===== config.mk =====
export PLATFORM = sky130hd
export DESIGN_NAME = noc_packetizer
export DESIGN_NICKNAME = d
export VERILOG_FILES = /design/src/rtl/noc_packetizer_pkg.sv /design/src/rtl/noc_packetizer.sv
export SDC_FILE = /design/constraint.sdc
export NUM_CORES = 1
export LEC_CHECK = 0
export CORE_MARGIN = 2
export CORE_UTILIZATION = 33
export DETAILED_ROUTE_END_ITERATION = 6
export GPL_TIMING_DRIVEN = 0
export PLACE_DENSITY_LB_ADDON = 0.15
export SYNTH_ARGS = -nofsm -noshare
export SYNTH_HDL_FRONTEND = slang
export SYNTH_SLANG_ARGS = --single-unit

===== constraint.sdc =====
create_clock -name clk_i -period 1.95 [get_ports clk_i]
set_input_delay 0.39 -clock clk_i [delete_from_list [all_inputs] [get_ports clk_i]]
set_output_delay 0.39 -clock clk_i [all_outputs]
set_load 0.01 [all_outputs]

===== src/rtl/noc_packetizer_pkg.sv =====
// Shared types and header helpers for the NoC packetizer: FSM states,
// header field offsets and the header builder.
package noc_pkt_pkg;

  localparam int SEQ_WIDTH = 8;
  localparam int HDR_MAX   = 128;

  typedef enum logic [1:0] {
    ST_IDLE,
    ST_HEADER,
    ST_PAYLOAD
  } state_t;

  function automatic int off_dest_x();
    return 0;
  endfunction

  function automatic int off_dest_y(input int xw);
    return xw;
  endfunction

  function automatic int off_src_x(input int xw, input int yw);
    return xw + yw;
  endfunction

  function automatic int off_src_y(input int xw, input int yw);
    return 2 * xw + yw;
  endfunction

  function automatic int off_seq(input int xw, input int yw);
    return 2 * xw + 2 * yw;
  endfunction

  function automatic int hdr_width(input int xw, input int yw);
    return off_seq(xw, yw) + SEQ_WIDTH;
  endfunction

  // Fields are masked to their widths; bits above the seq field stay zero.
  function automatic logic [HDR_MAX-1:0] build_header(
    input int                   xw,
    input int                   yw,
    input logic [31:0]          dx,
    input logic [31:0]          dy,
    input logic [31:0]          sx,
    input logic [31:0]          sy,
    input logic [SEQ_WIDTH-1:0] seq
  );
    logic [HDR_MAX-1:0] h;
    logic [HDR_MAX-1:0] mx;
    logic [HDR_MAX-1:0] my;
    mx = (HDR_MAX'(1) << xw) - HDR_MAX'(1);
    my = (HDR_MAX'(1) << yw) - HDR_MAX'(1);
    h  = (HDR_MAX'(dx) & mx) << off_dest_x();
    h  = h | ((HDR_MAX'(dy) & my) << off_dest_y(xw));
    h  = h | ((HDR_MAX'(sx) & mx) << off_src_x(xw, yw));
    h  = h | ((HDR_MAX'(sy) & my) << off_src_y(xw, yw));
    h  = h | (HDR_MAX'(seq) << off_seq(xw, yw));
    return h;
  endfunction

endpackage


===== src/rtl/noc_packetizer.sv =====
// Wraps core AXIS bursts into NoC packets: one header flit, then payload flits.
// Latency: header one cycle after in_tvalid; payload passes through combinationally.
// Backpressure: header held while out_tready=0; payload in_tready follows out_tready.
// Optional NOC_PKT_SPLIT_EN splits bursts into packets of at most MAX_PAYLOAD flits.
module noc_packetizer
  import noc_pkt_pkg::*;
#(
  parameter int  DATA_WIDTH    = 32,
  parameter int  MAX_ROUTERS_X = 4,
  parameter int  MAX_ROUTERS_Y = 4,
  parameter int  ROUTER_X      = 0,
  parameter int  ROUTER_Y      = 0,
  parameter int  MAX_PAYLOAD   = 4,
  localparam int X_W           = $clog2(MAX_ROUTERS_X),
  localparam int Y_W           = $clog2(MAX_ROUTERS_Y)
) (
  input  logic                  clk_i,
  input  logic                  rst_i,
  input  logic [DATA_WIDTH-1:0] in_tdata,
  input  logic                  in_tvalid,
  output logic                  in_tready,
  input  logic                  in_tlast,
  input  logic [X_W-1:0]        in_dest_x,
  input  logic [Y_W-1:0]        in_dest_y,
  output logic [DATA_WIDTH-1:0] out_tdata,
  output logic                  out_tvalid,
  input  logic                  out_tready,
  output logic                  out_tlast
);

  localparam int HDR_W = hdr_width(X_W, Y_W);

  if (DATA_WIDTH < HDR_W) begin : g_width_err
    $error("noc_packetizer: DATA_WIDTH too small for header");
  end
  if (MAX_PAYLOAD < 1 || MAX_PAYLOAD > 255) begin : g_payload_err
    $error("noc_packetizer: MAX_PAYLOAD out of range 1..255");
  end

  state_t                 state;
  logic [SEQ_WIDTH-1:0]   seq;
  logic [X_W-1:0]         dest_x;
  logic [Y_W-1:0]         dest_y;
  logic                   split_hit;
  logic [DATA_WIDTH-1:0]  hdr;
  logic                   pay_xfer;

`ifdef NOC_PKT_SPLIT_EN
  logic [7:0] cnt;
  assign split_hit = (cnt == 8'(MAX_PAYLOAD - 1));
`else
  assign split_hit = 1'b0;
`endif

  assign hdr = DATA_WIDTH'(build_header(X_W, Y_W, 32'(dest_x), 32'(dest_y),
                                        32'(ROUTER_X), 32'(ROUTER_Y), seq));

  assign pay_xfer = (state == ST_PAYLOAD) && in_tvalid && out_tready;

  always_ff @(posedge clk_i) begin
    if (rst_i) begin
      state  <= ST_IDLE;
      seq    <= '0;
      dest_x <= '0;
      dest_y <= '0;
`ifdef NOC_PKT_SPLIT_EN
      cnt    <= '0;
`endif
    end else begin
      case (state)
        ST_IDLE: begin
          if (in_tvalid) begin
            dest_x <= in_dest_x;
            dest_y <= in_dest_y;
            state  <= ST_HEADER;
          end
        end
        ST_HEADER: begin
          if (out_tready) begin
            seq   <= seq + 1'b1;
`ifdef NOC_PKT_SPLIT_EN
            cnt   <= '0;
`endif
            state <= ST_PAYLOAD;
          end
        end
        ST_PAYLOAD: begin
          if (pay_xfer) begin
`ifdef NOC_PKT_SPLIT_EN
            cnt <= cnt + 1'b1;
`endif
            // in_tlast wins over a coincident split so no empty packet follows
            if (in_tlast) begin
              state <= ST_IDLE;
            end else if (split_hit) begin
              state <= ST_HEADER;
            end
          end
        end
        default: state <= ST_IDLE;
      endcase
    end
  end

  // Outputs are forced quiet while reset is asserted, not only after the edge.
  always_comb begin
    out_tvalid = 1'b0;
    out_tdata  = '0;
    out_tlast  = 1'b0;
    in_tready  = 1'b0;
    if (!rst_i) begin
      case (state)
        ST_HEADER: begin
          out_tvalid = 1'b1;
          out_tdata  = hdr;
        end
        ST_PAYLOAD: begin
          out_tvalid = in_tvalid;
          out_tdata  = in_tdata;
          out_tlast  = in_tlast | split_hit;
          in_tready  = out_tready;
        end
        default: ;
      endcase
    end
  end

endmodule

---- Word-level counts from Yosys, hierarchy flattened ----
Index checks and enable logic that the tools add are counted.
storage, ports and cells
  register bits after elaboration ......... 14
  latch bits .............................. 0
  RAM bits ................................ 0
  ROM bits ................................ 0
  bits of input ports ..................... 41
  output and inout port bits .............. 35
  memories kept ........................... 0
operators by class
  add/sub/neg operators ................... 1
  multipliers ............................. 0
  div/mod/pow operators ................... 0
  $lt $le $gt $ge ......................... 0
  equal/unequal tests ..................... 6
  shift-type cells ........................ 0
  mux-type cells .......................... 13
  bitwise gates (word level) .............. 2
  reduce and logical (&&, ||, !) cells .... 6
operators by type and width
  kind                   number
  $pmux W32 S2           1
  $mux W32               1
  $or A4 B16 Y16         1
  $add A8 B1 Y8 const B  1
  $mux W2                4
  $ne A2 B2 Y1 const B   4
  $pmux W2 S3            1
  $mux W1                5
  $or A2 B4 Y4           1
  $reduce_and A2 Y1      2
  $reduce_and A4 Y1      1
  $eq A2 B1 Y1 const B   1
  $eq A2 B2 Y1 const B   1
  $logic_and A1 B1 Y1    2
  $logic_not A2 Y1       1
  $pmux W1 S2            1

---- Longest topological paths before layout ----
  depth in word-level cells ............... 5
  depth in mapped cells ................... 6
  mapped depth without buffers ............ 5

---- Worst setup path after synthesis ----
Ideal clock, no wire load.
  path kind ............................... register to output
  start ................................... register state[0]
  end ..................................... output out_tdata[16]
  data arrival time ....................... 1.322 ns
  data required time ...................... 1.560 ns
  slack ................................... 0.238 ns
  cell stages (with the launch flop) ...... 6
  buffers on the path ..................... 1
  path through ............................ dfxtp_1 > inv_1 > ha_1 > nor2b_1 > clkbuf_1 > and3_1
between the ends
  cells in the longest elaborated chain, start to end .. 3
  elaborated cells between the ends (all ways) .. 4
ends and longest elaborated chain
  item                                          line                   text
  from (decl)                                   noc_packetizer.sv:40   state_t state;
  from (signal assigned)                        noc_packetizer.sv:62   state <= ST_IDLE;
  from (signal assigned)                        noc_packetizer.sv:75   state <= ST_HEADER;
  from (signal assigned)                        noc_packetizer.sv:84   state <= ST_PAYLOAD;
  $eq A2 B2 Y1 or $eq A2 B1 Y1 (tied branches)  noc_packetizer.sv:112  case (state)
  $pmux W32 S2 *                                noc_packetizer.sv:112
  $mux W32 *                                    noc_packetizer.sv:111  if (!rst_i) begin
  to (decl)                                     noc_packetizer.sv:25   output logic [DATA_WIDTH-1:0] out_tdata,
Every way passes the cells marked *; elsewhere a longest branch is shown, timed or not.

---- Final worst setup path ----
  start ................................... register state[1]
  end ..................................... output out_tdata[21]
The elaborated chain is that of the path after synthesis.

==> results summary <==
The run finished, with violations left. The checks that failed: negative setup slack. Sorting the synthesized cells by area gives the leading types as dfxtp_1, and3_1, a22oi_1. In this run the worst path has a maximum fanout of 5. Of all cell types, the one taking the most synthesized area is dfxtp_1. The sum of negative setup slack came out at -0.02454 ns. The post-cts hold buffer count is 0. The count of pins over their slew limit is 0.

The end of the worst register-to-register path is seq[5]. The number of cells on the worst reg-to-reg path came out at 6. The synthesized netlist cell count is 137. The most common cell in the synthesized netlist is and3_1. The global placement routability congestion came out at 0.8288. The hold path endpoint is dest_x[1]. The mean area per synthesized cell is 7.416 µm².

The final number of hold-violating endpoints is 0. The tree is rooted in a clkbuf_4. The max-capacitance violation count came out at 0. Fill cells in the final layout number 265.

The number of global-route vias before repair is 1263. Setup slack on the worst reg-to-reg path comes out at 0.25 ns. The startpoint identified for the worst hold timing path is dest_x[1]. The total wirelength of the detailed-routed design is 3726 µm. The post-place instance area is 1788 µm². Setup repair after global routing could not meet its margin everywhere. In this run the number of H-tree levels came out at 1. The clock arrives with 0.0004362 ns of skew. Global routing finished with a remaining overflow of 0. The max-slew headroom at the worst pin came out at 0.6819. The antenna diode instance count is 0. The share of post-route cells with drive strength above 1 came out at 0.3378. For this configuration, the core starts out at a cell density of 0.3412.

The setup-violating endpoint count in the final report came out at 5. The number of antenna violations at the first check in global routing was 0. The number of flops mapped to enable cells by yosys came out at 0. Clock-pin slew was measured on the worst setup and hold paths at 0.08 ns. The post-route DRC violation count came out at 0. The first global-routing pass estimated 5685 µm of wire. Traced cell by cell, the critical path runs through buf_6 -> ha_4 -> nor2b_4 -> clkbuf_8 -> and3_1 -> buf_2. The total clock sinks is 14.

The fmax is 0.5095 GHz. The slowest cell on the critical path is dfxtp_4. The height of the chip is 59.49 µm.

The violation count after the first detailed-routing iteration came out at 61. The pin count of the biggest net entering global routing is 11. The detailed placement HPWL is 2732 µm.

The net count reported at finish is 270. Of all flip-flops after synthesis, the portion carrying an async set or reset was 0. The latest clock arrival within the worst-skew pair came out at 0.29 ns. The maximum buffer depth of the clock tree came out at 2.

The total of buffers placed on input and output ports came out at 73. The portion of synthesized cell area occupied by the leading cell type is 0.2759. The commonest cells after synthesis are and3_1, nor2_1, dfxtp_1. The first-pass detailed-route iteration total came out at 4. The width of the die is 59.49 µm. In the global route stage, overall resource usage came out at 0.2123.

The data required time at the worst endpoint is 1.56 ns. The wire length per cell after detailed routing is 14.61 µm. The kind of start point of the critical path is a register. The largest voltage drop on the vdd net is 0.6472 mV.

The I/O pin count came out at 76. The data arrival time at the worst-slack endpoint came out at 1.57 ns. Grouping stages by cell kind, the critical path spends the most delay in buffers and inverters. The count of distinct cell types in the synthesized netlist is 25. The critical path is of the reg -> out type. The via count is 1353.

The number of buffers and inverters on the critical path is 3. The type of the most critical hold path is reg -> reg. The most used flip-flop cell after synthesis is dfxtp_1. The pin slew with the least headroom to its limit came out at 0.4772 ns.

The synthesized netlist occupies a cell area of 1016 µm². The die area came out at 3538 µm². The core footprint is 2978 µm². The via density per instance is 5.306. The final critical path time including I/O delays and setup is 1.963 ns. The endpoint class of the critical path is an output port. The worst register-to-register path begins at state[1]. TritonCTS built the clock tree. Synthesis inferred 14 register bits. The total of warnings raised by yosys is 0. The remaining antenna violation count after routing is 0. The final total power is 0.001483 W. Synthesis produced a netlist with a net count of 184.

The number of buffers inserted during clock tree synthesis came out at 3. The leakage power total is 0.8804 nW. The worst hold margin is 0.4713 ns. The largest single stage delay on the critical path is 0.37 ns. The final design instance area without fill is 1911 µm². The fraction of the yosys area taken by sequential cells came out at 0.2759. The worst hold path stage count came out at 2. After layout, the worst setup slack is -0.01266 ns. The count of standard-cell rows is 20.

From synthesis to final layout, the design area changed by 88.05%. The post-route fraction of the period consumed by the critical path is 1.006. The power density relative to cell area came out at 776.3 nW/µm².
-- where the power goes --
part	internal (W)	switching, W	total (W)
Sequential	0.000331	0.0000455	0.000376
Combinational	0.000456	0.000439	0.000895
Clock	0.000114	0.0000980	0.000212
-- worst reg2reg max path, cell delays in order (launching register included) --
cell and delay, ns:
dfxtp_4 0.36, inv_4 0.09, ha_4 0.20, buf_2 0.17, nand4_2 0.17, or4_1 0.50
a21oi_1 0.15
-- repair_timing --
| action | in CTS | in global routing |
|---|---|---|
| gates resized for setup | 174 | 11 |
| setup endpoints to repair | 35 | 32 |
| pin swaps | 1 | 4 |
| setup buffers | 5 | 0 |
| cloned | 3 | 1 |
-- registers in the layout (all words and copies together), names as in the netlist --
signal  flops
seq         8
dest_x      2
state       2
dest_y      2
-- through the flow --
step / setup slack [ns] / util / cells
3_5_place_dp: -0.5431 / 0.6004 / 243
2_1_floorplan: 0.2384 / - / 137
4_1_cts: -0.06451 / 0.6382 / 255
3_3_place_gp: -0.4671 / 0.6004 / 243
5_1_grt: -0.06905 / 0.6416 / 255
6_report: -0.01266 / 0.6416 / 255
-- routing by layer --
metal	GRT usage	vias to the layer above	part of all wire
li1	-	660	-
met3	0.04367	8	0.050
met2	0.3909	41	0.53
met4	0.07792	0	0.026
met5	0	-	0
met1	0.2364	644	0.39
-- cell type report --
type                            count  area [µm²]  area share
Inverter                            5       23.77     0.01244
Tap cell                           33       41.29     0.02161
Timing Repair Buffer               82       651.9      0.3412
Multi-Input combinational cell    107       773.2      0.4047
Clock buffer                        4       36.28     0.01899
Sequential cell                    14       287.8      0.1506
Buffer                             10       96.34     0.05043
-- cells in the final DEF (no fill, tap or decap), types with 3 or more instances in the layout --
master	n
a21oi_1	10
a22oi_1	3
a22oi_2	9
and3_1	20
buf_2	34
buf_4	4
clkbuf_1	3
clkbuf_4	4
clkbuf_8	5
clkdlybuf4s50_1	38
dfxtp_1	12
ha_1	3
ha_4	3
inv_1	3
nand2_1	9
nand2b_1	4
nand3_1	7
nor2_1	15
o21ai_0	3
or3_1	3
-- logic make-up (layout without fill, tap and decap cells) --
logic type	count (synthesis)	count (layout)	share of synthesized area
DFF	14	14	0.2759
xor gates and xnor gates	2	2	0.01724
and+or+nand+nor	67	67	0.3534
AOI/OAI and AO/OA	30	30	0.1970
buffers and inverters	16	101	0.06282
muxes	2	2	0.01971
adders and majority gates	6	6	0.07389
-- worst max path at each step --
stage | startpoint | endpoint | depth (start not counted)
floorplan | state[0] | out_tdata[16] | 5
global placement | state[0] | out_tdata[17] | 6
detailed placement | state[0] | out_tdata[17] | 6
CTS | state[0] | out_tdata[4] | 5
global route | state[1] | out_tdata[18] | 6
finish | state[1] | out_tdata[21] | 6
(Power assumes the default switching activity.)
